`config.mk`:
```
export PLATFORM = sky130hd
export DESIGN_NAME = key_parser
export DESIGN_NICKNAME = d
export VERILOG_FILES = /design/src/rtl/key_parser.sv
export SDC_FILE = /design/constraint.sdc
export NUM_CORES = 1
export LEC_CHECK = 0
export ABC_AREA = 1
export CAP_MARGIN = 20
export CORE_ASPECT_RATIO = 0.9
export CORE_UTILIZATION = 25
export CTS_CLUSTER_SIZE = 20
export DETAILED_ROUTE_END_ITERATION = 12
export HOLD_SLACK_MARGIN = 0.1
export MAX_ROUTING_LAYER = met4
export PLACE_DENSITY = 0.58
export SYNTH_ARGS = -nofsm -noshare
export SYNTH_HDL_FRONTEND = slang
export SYNTH_SLANG_ARGS = --single-unit
export TNS_END_PERCENT = 5
```
`constraint.sdc`:
```
create_clock -name clk -period 1.6 [get_ports clk]
set_input_delay 0.24 -clock clk [delete_from_list [all_inputs] [get_ports clk]]
set_output_delay 0.24 -clock clk [all_outputs]
set_load 0.005 [all_outputs]
```
`src/rtl/key_parser.sv`:
```
// Keypad token parser: builds hex operands, issues {A, B, opcode} to the ALU and latches results.
// Optional KEY_PARSER_REPEAT_EQ_EN: '=' after a good result re-issues the last operation.
module key_parser #(
    parameter int WIDTH = 16
) (
    input  logic             clk,
    input  logic             rst,
    input  logic [4:0]       i_data,
    input  logic             i_valid,
    output logic             o_ready,
    output logic [WIDTH-1:0] o_op_a,
    output logic [WIDTH-1:0] o_op_b,
    output logic [1:0]       o_opcode,
    output logic             o_cmd_valid,
    input  logic             i_cmd_ready,
    input  logic [WIDTH-1:0] i_res,
    input  logic             i_res_err,
    input  logic             i_res_valid,
    output logic [WIDTH-1:0] o_display,
    output logic             o_err
);
    localparam int D  = WIDTH / 4;
    localparam int CW = $clog2(D + 1);

    typedef enum logic [2:0] {ENTER_A, OP_PEND, ENTER_B, ISSUE, WAIT_RES, SHOW} state_e;

    state_e           state_q, state_d;
    logic [WIDTH-1:0] a_q, a_d, b_q, b_d;
    logic [CW-1:0]    cnt_a_q, cnt_a_d, cnt_b_q, cnt_b_d;
    logic [1:0]       opcode_q, opcode_d, chain_op_q, chain_op_d;
    logic             chain_vld_q, chain_vld_d;
    logic             err_q, err_d;

    logic       accept, is_dig, is_op, is_eq, is_ac, dig_nz;
    logic [3:0] dig;
    logic [1:0] tok_op;

    assign dig    = i_data[3:0];
    assign is_dig = !i_data[4];
    assign dig_nz = (dig != 4'd0);
    assign is_ac  = (i_data == 5'h10);
    assign is_op  = (i_data >= 5'h11) && (i_data <= 5'h14);
    assign is_eq  = (i_data == 5'h15);
    assign tok_op = i_data[1:0] - 2'd1;

    assign o_ready = !rst && (state_q == ENTER_A || state_q == OP_PEND ||
                              state_q == ENTER_B || state_q == SHOW);
    assign accept  = i_valid && o_ready;

    always_ff @(posedge clk) begin
        if (rst) begin
            state_q     <= ENTER_A;
            a_q         <= '0;
            b_q         <= '0;
            cnt_a_q     <= '0;
            cnt_b_q     <= '0;
            opcode_q    <= '0;
            chain_op_q  <= '0;
            chain_vld_q <= 1'b0;
            err_q       <= 1'b0;
        end else begin
            state_q     <= state_d;
            a_q         <= a_d;
            b_q         <= b_d;
            cnt_a_q     <= cnt_a_d;
            cnt_b_q     <= cnt_b_d;
            opcode_q    <= opcode_d;
            chain_op_q  <= chain_op_d;
            chain_vld_q <= chain_vld_d;
            err_q       <= err_d;
        end
    end

    always_comb begin
        state_d     = state_q;
        a_d         = a_q;
        b_d         = b_q;
        cnt_a_d     = cnt_a_q;
        cnt_b_d     = cnt_b_q;
        opcode_d    = opcode_q;
        chain_op_d  = chain_op_q;
        chain_vld_d = chain_vld_q;
        err_d       = err_q;
        if (accept && is_ac) begin
            a_d         = '0;
            b_d         = '0;
            cnt_a_d     = '0;
            cnt_b_d     = '0;
            chain_vld_d = 1'b0;
            err_d       = 1'b0;
            state_d     = ENTER_A;
        end else begin
            case (state_q)
                ENTER_A: if (accept) begin
                    // Leading zeros do not count toward the digit limit.
                    if (is_dig && cnt_a_q != CW'(D)) begin
                        a_d = (a_q << 4) | WIDTH'(dig);
                        if (dig_nz || cnt_a_q != '0) cnt_a_d = cnt_a_q + CW'(1);
                    end else if (is_op) begin
                        opcode_d = tok_op;
                        state_d  = OP_PEND;
                    end
                end
                OP_PEND: if (accept) begin
                    if (is_op) begin
                        opcode_d = tok_op;
                    end else if (is_dig) begin
                        b_d     = WIDTH'(dig);
                        cnt_b_d = dig_nz ? CW'(1) : '0;
                        state_d = ENTER_B;
                    end
                end
                ENTER_B: if (accept) begin
                    if (is_dig && cnt_b_q != CW'(D)) begin
                        b_d = (b_q << 4) | WIDTH'(dig);
                        if (dig_nz || cnt_b_q != '0) cnt_b_d = cnt_b_q + CW'(1);
                    end else if (is_eq) begin
                        chain_vld_d = 1'b0;
                        state_d     = ISSUE;
                    end else if (is_op) begin
                        chain_vld_d = 1'b1;
                        chain_op_d  = tok_op;
                        state_d     = ISSUE;
                    end
                end
                ISSUE: if (i_cmd_ready) state_d = WAIT_RES;
                WAIT_RES: if (i_res_valid) begin
                    a_d         = i_res;
                    err_d       = i_res_err;
                    cnt_a_d     = CW'(D);
                    chain_vld_d = 1'b0;
                    if (chain_vld_q && !i_res_err) begin
                        opcode_d = chain_op_q;
                        state_d  = OP_PEND;
                    end else begin
                        state_d  = SHOW;
                    end
                end
                SHOW: if (accept) begin
                    if (is_dig) begin
                        a_d     = WIDTH'(dig);
                        cnt_a_d = dig_nz ? CW'(1) : '0;
                        err_d   = 1'b0;
                        state_d = ENTER_A;
                    end else if (is_op && !err_q) begin
                        opcode_d = tok_op;
                        state_d  = OP_PEND;
                    end
`ifdef KEY_PARSER_REPEAT_EQ_EN
                    else if (is_eq && !err_q) begin
                        chain_vld_d = 1'b0;
                        state_d     = ISSUE;
                    end
`endif
                end
                default: state_d = ENTER_A;
            endcase
        end
    end

    assign o_op_a      = a_q;
    assign o_op_b      = b_q;
    assign o_opcode    = opcode_q;
    assign o_cmd_valid = (state_q == ISSUE);
    assign o_err       = err_q;
    assign o_display   = (state_q == ENTER_B || state_q == ISSUE || state_q == WAIT_RES) ? b_q : a_q;
endmodule

```
==> results.toml <==
[placed_design]
place_area_um2 = 4180
dp_cells = 675
dpl.hpwl_um = 7800
pre_cts_ws_ns = -0.436
numPortBuffers = 79
place.gp.congestion = 0.887

[clock_network]
clock_latency_ns = 0.29
cts_tree = "yes"
cts_root_buf = "clkbuf_16"
numCtsBuffers = 5
cts.htree.levels = 2
numClockSinks = 47
clk_transition_reported_paths_ns = 0.07
cts_max_path_buffers = 2

[power]
p_leak_nw = 2.07
finalPower_w = 0.00869
powerDensity_nw_per_um2 = 1740
vdd_drop_max_mv = 0.624

[cells_and_area]
stdcell_area_um2 = 4990
layout_commonest_cell = "nand2_1"
areaGrowthSynthToFinish_pct = 83.3
nFillCells = 1013
n_antenna_cell = 0
fin_util_pct = 47.9
final_cells = 703
final_layout_size_suffix_gt1_share_pct = 39.0
nets = 607
layout_common_cells = "nand2_1 (73), buf_4 (65), clkdlybuf4s50_1 (58), dfxtp_1 (43), inv_1 (42)"

[worst_setup_path]
path_depth = 13
crit_fanout = 4
slowest_stage = "dfxtp_4"
crit_chain = "buf_6, inv_4, buf_6, nand2_8, nor2_4, nand2_2, inv_2, o21ai_4, nand3_4, buf_6, clkbuf_16, o21ai_2, a21oi_1"
worst-path-buf-inv = 6
r2r-start = "state_q[1]$_SDFFE_PP0P_"
endpoint_kind = "flop"
worst_ep_required_time_ns = 1.78
reg2regPathDepth = 13
reg2reg_to = "o_op_a[11]$_SDFFE_PP0P_"
critPathKind = "flop to flop"
critPathMaxStageDelay_ns = 0.38
rrSetupSlack_ns = -0.17
critical_path_arrival_ns = 1.95
cp_top_family = "buffers and inverters"
endpoint = "o_op_a[11]$_SDFFE_PP0P_"
crit_path_frequent_cell = "buf_6"
worst_setup_path_start_kind = "flop"
startpoint = "state_q[1]$_SDFFE_PP0P_"

[floorplanning]
dieHeight_um = 101
die_w_um = 112
initial_core_util_pct = 26.1
coreArea_um2 = 10400
row_count = 35
die_area_um2 = 11300
io_pins = 80

[drt]
wl_per_cell_um = 16.1
wl_met1_um = 5310
wl_met3_um = 435
via_per_inst = 4.91
first_pass_iters = 9
vias = 3450
first_iter_violations = 158
drc = 5
wl_um = 11300
ant_nets = 0
highest-signal-layer = "met4"
route.met2.wl_um = 5440

[synth]
synthMuxAreaShare_pct = 0
synth_warnings = 0
synth_area_leaders = "dfxtp_1 (35%), nand2_1 (13%), o21ai_0 (11%), a21oi_1 (8.5%), inv_1 (7.0%)"
synth_top_family_by_area = "simple AND/OR/NAND/NOR gates"
synth_largest_area_cell = "dfxtp_1"
synth_top_area_share_pct = 34.5
synth_compound_area_share_pct = 22.6
synth_adder_area_share_pct = 2.76
ys_ff_latch = 47
yosys.area_share.simple_pct = 28.8
syn_avg_cell_area_um2 = 6.53
synth-xor-area-share_pct = 0.643
syn_area_um2 = 2720
synthesis.instances = 417
ys_seq_area_share_pct = 34.5
synth_nets = 450
synth.distinct_cells = 30

[sta]
fmaxAchievable_ghz = 0.566
fin_ws_ns = -0.167
fin_worst_skew_ns = 0.00409
fin_crit_sh_pct = 110
slew-limit-headroom_pct = 74.8
finalHoldViolations = 0
slew_violations = 0
min_period_ns = 1.77
rsz0062_at_grt = "yes"
setup_viol = 61
worst_slew_pin_slew_ns = 0.374

[outcome]
status = "complete, but fails checks"
violations = "DRC, setup timing"

[hold_path]
hold_class = "input pin to flop"
holdCritStartpoint = "i_data[0]"

[global_routing]
grt-ovfl-total = 0
antenna_found_initial = 0
grt_max_degree = 33
grt_pass1_wl_um = 17200
track_usage_pct = 20.1
grt_pass1_vias = 3242

[flow_run]
drv_cap = 0
-- timing repair --
item	in CTS	in global routing
endpoints found under the setup margin	65	64
gates cloned	5	2
buffers inserted	12	3
pin swaps	8	20
hold buffers	0	0
resized for setup	179	68
-- final cells by class --
class	instances	area, µm²	share of cell area, %
Multi-Input combinational cell	298	1930	38.6
Timing Repair Buffer	165	1590	31.8
Sequential cell	47	951	19.0
Inverter	57	225	4.51
Tap cell	129	161	3.23
Clock buffer	5	125	2.51
Clock inverter	2	13.8	0.276
-- kinds of logic (layout without fill, tap and decap cells) --
family,Yosys count,after routing
and+or+nand+nor,171,172
AOI/OAI and AO/OA,118,118
buffers and inverters,73,229
DFF,47,47
adders and majority gates,6,6
xor gates and xnor gates,2,2
-- cells in the mapped netlist, drive strengths merged --
cell and number:
a211oi 4, a21oi 47, buf 13, clkbuf 3, clkinv 1, dfxtp 47, ha 6, inv 56
nand2 95, nand3 18, nand3b 13, nand4 9, nor2 35, nor3 1, o21ai 64, o21bai 1
o22ai 2, xnor2 1, xor2 1
-- worst min path at each step --
stage                                 end  cells after the start
2_1_floorplan    o_opcode[0]$_SDFFE_PP0P_                      1
3_3_place_gp     o_opcode[0]$_SDFFE_PP0P_                      2
3_5_place_dp     o_opcode[1]$_SDFFE_PP0P_                      2
4_1_cts          o_opcode[1]$_SDFFE_PP0P_                      2
5_1_grt        chain_op_q[0]$_SDFFE_PP0P_                      3
6_report       chain_op_q[0]$_SDFFE_PP0P_                      3
-- report_power, final --
| part | switching, W | total, W | internal (W) | leakage (nW) |
|---|---|---|---|---|
| registers | 0.000221 | 0.00171 | 0.00149 | 0.384 |
| clock network | 0.000472 | 0.00104 | 0.000572 | 0.0696 |
| logic | 0.00302 | 0.00593 | 0.00292 | 1.62 |
-- sequential cells by signal (all words and copies together) (netlist names) --
name         count
chain_op_q       2
chain_vld_q      1
cnt_a_q          3
cnt_b_q          3
o_err            1
o_op_a          16
o_op_b          16
o_opcode         2
state_q          3
-- per-layer routing --
layer,global-route usage [%],vias to the layer above
met3,2.04,11
met5,-,-
li1,-,1689
met4,3.69,0
met1,26.9,1668
met2,33.0,82
-- through the flow --
stage               hold slack (ns)  setup TNS [ns]
floorplan                     0.309               0
global placement              0.452          -18.00
detailed placement            0.448          -19.49
CTS                           0.459           -4.38
global route                  0.388           -8.88
finish                        0.346           -4.44
-- worst reg2reg max path: stages (launching register included) --
cell,delay [ns]
dfxtp_4,0.38
buf_6,0.12
inv_4,0.04
buf_6,0.11
nand2_8,0.06
nor2_4,0.06
nand2_2,0.08
inv_2,0.05
o21ai_4,0.16
nand3_4,0.12
buf_6,0.15
clkbuf_16,0.15
o21ai_2,0.11
a21oi_1,0.05
Power figures use the tool's default switching activity.
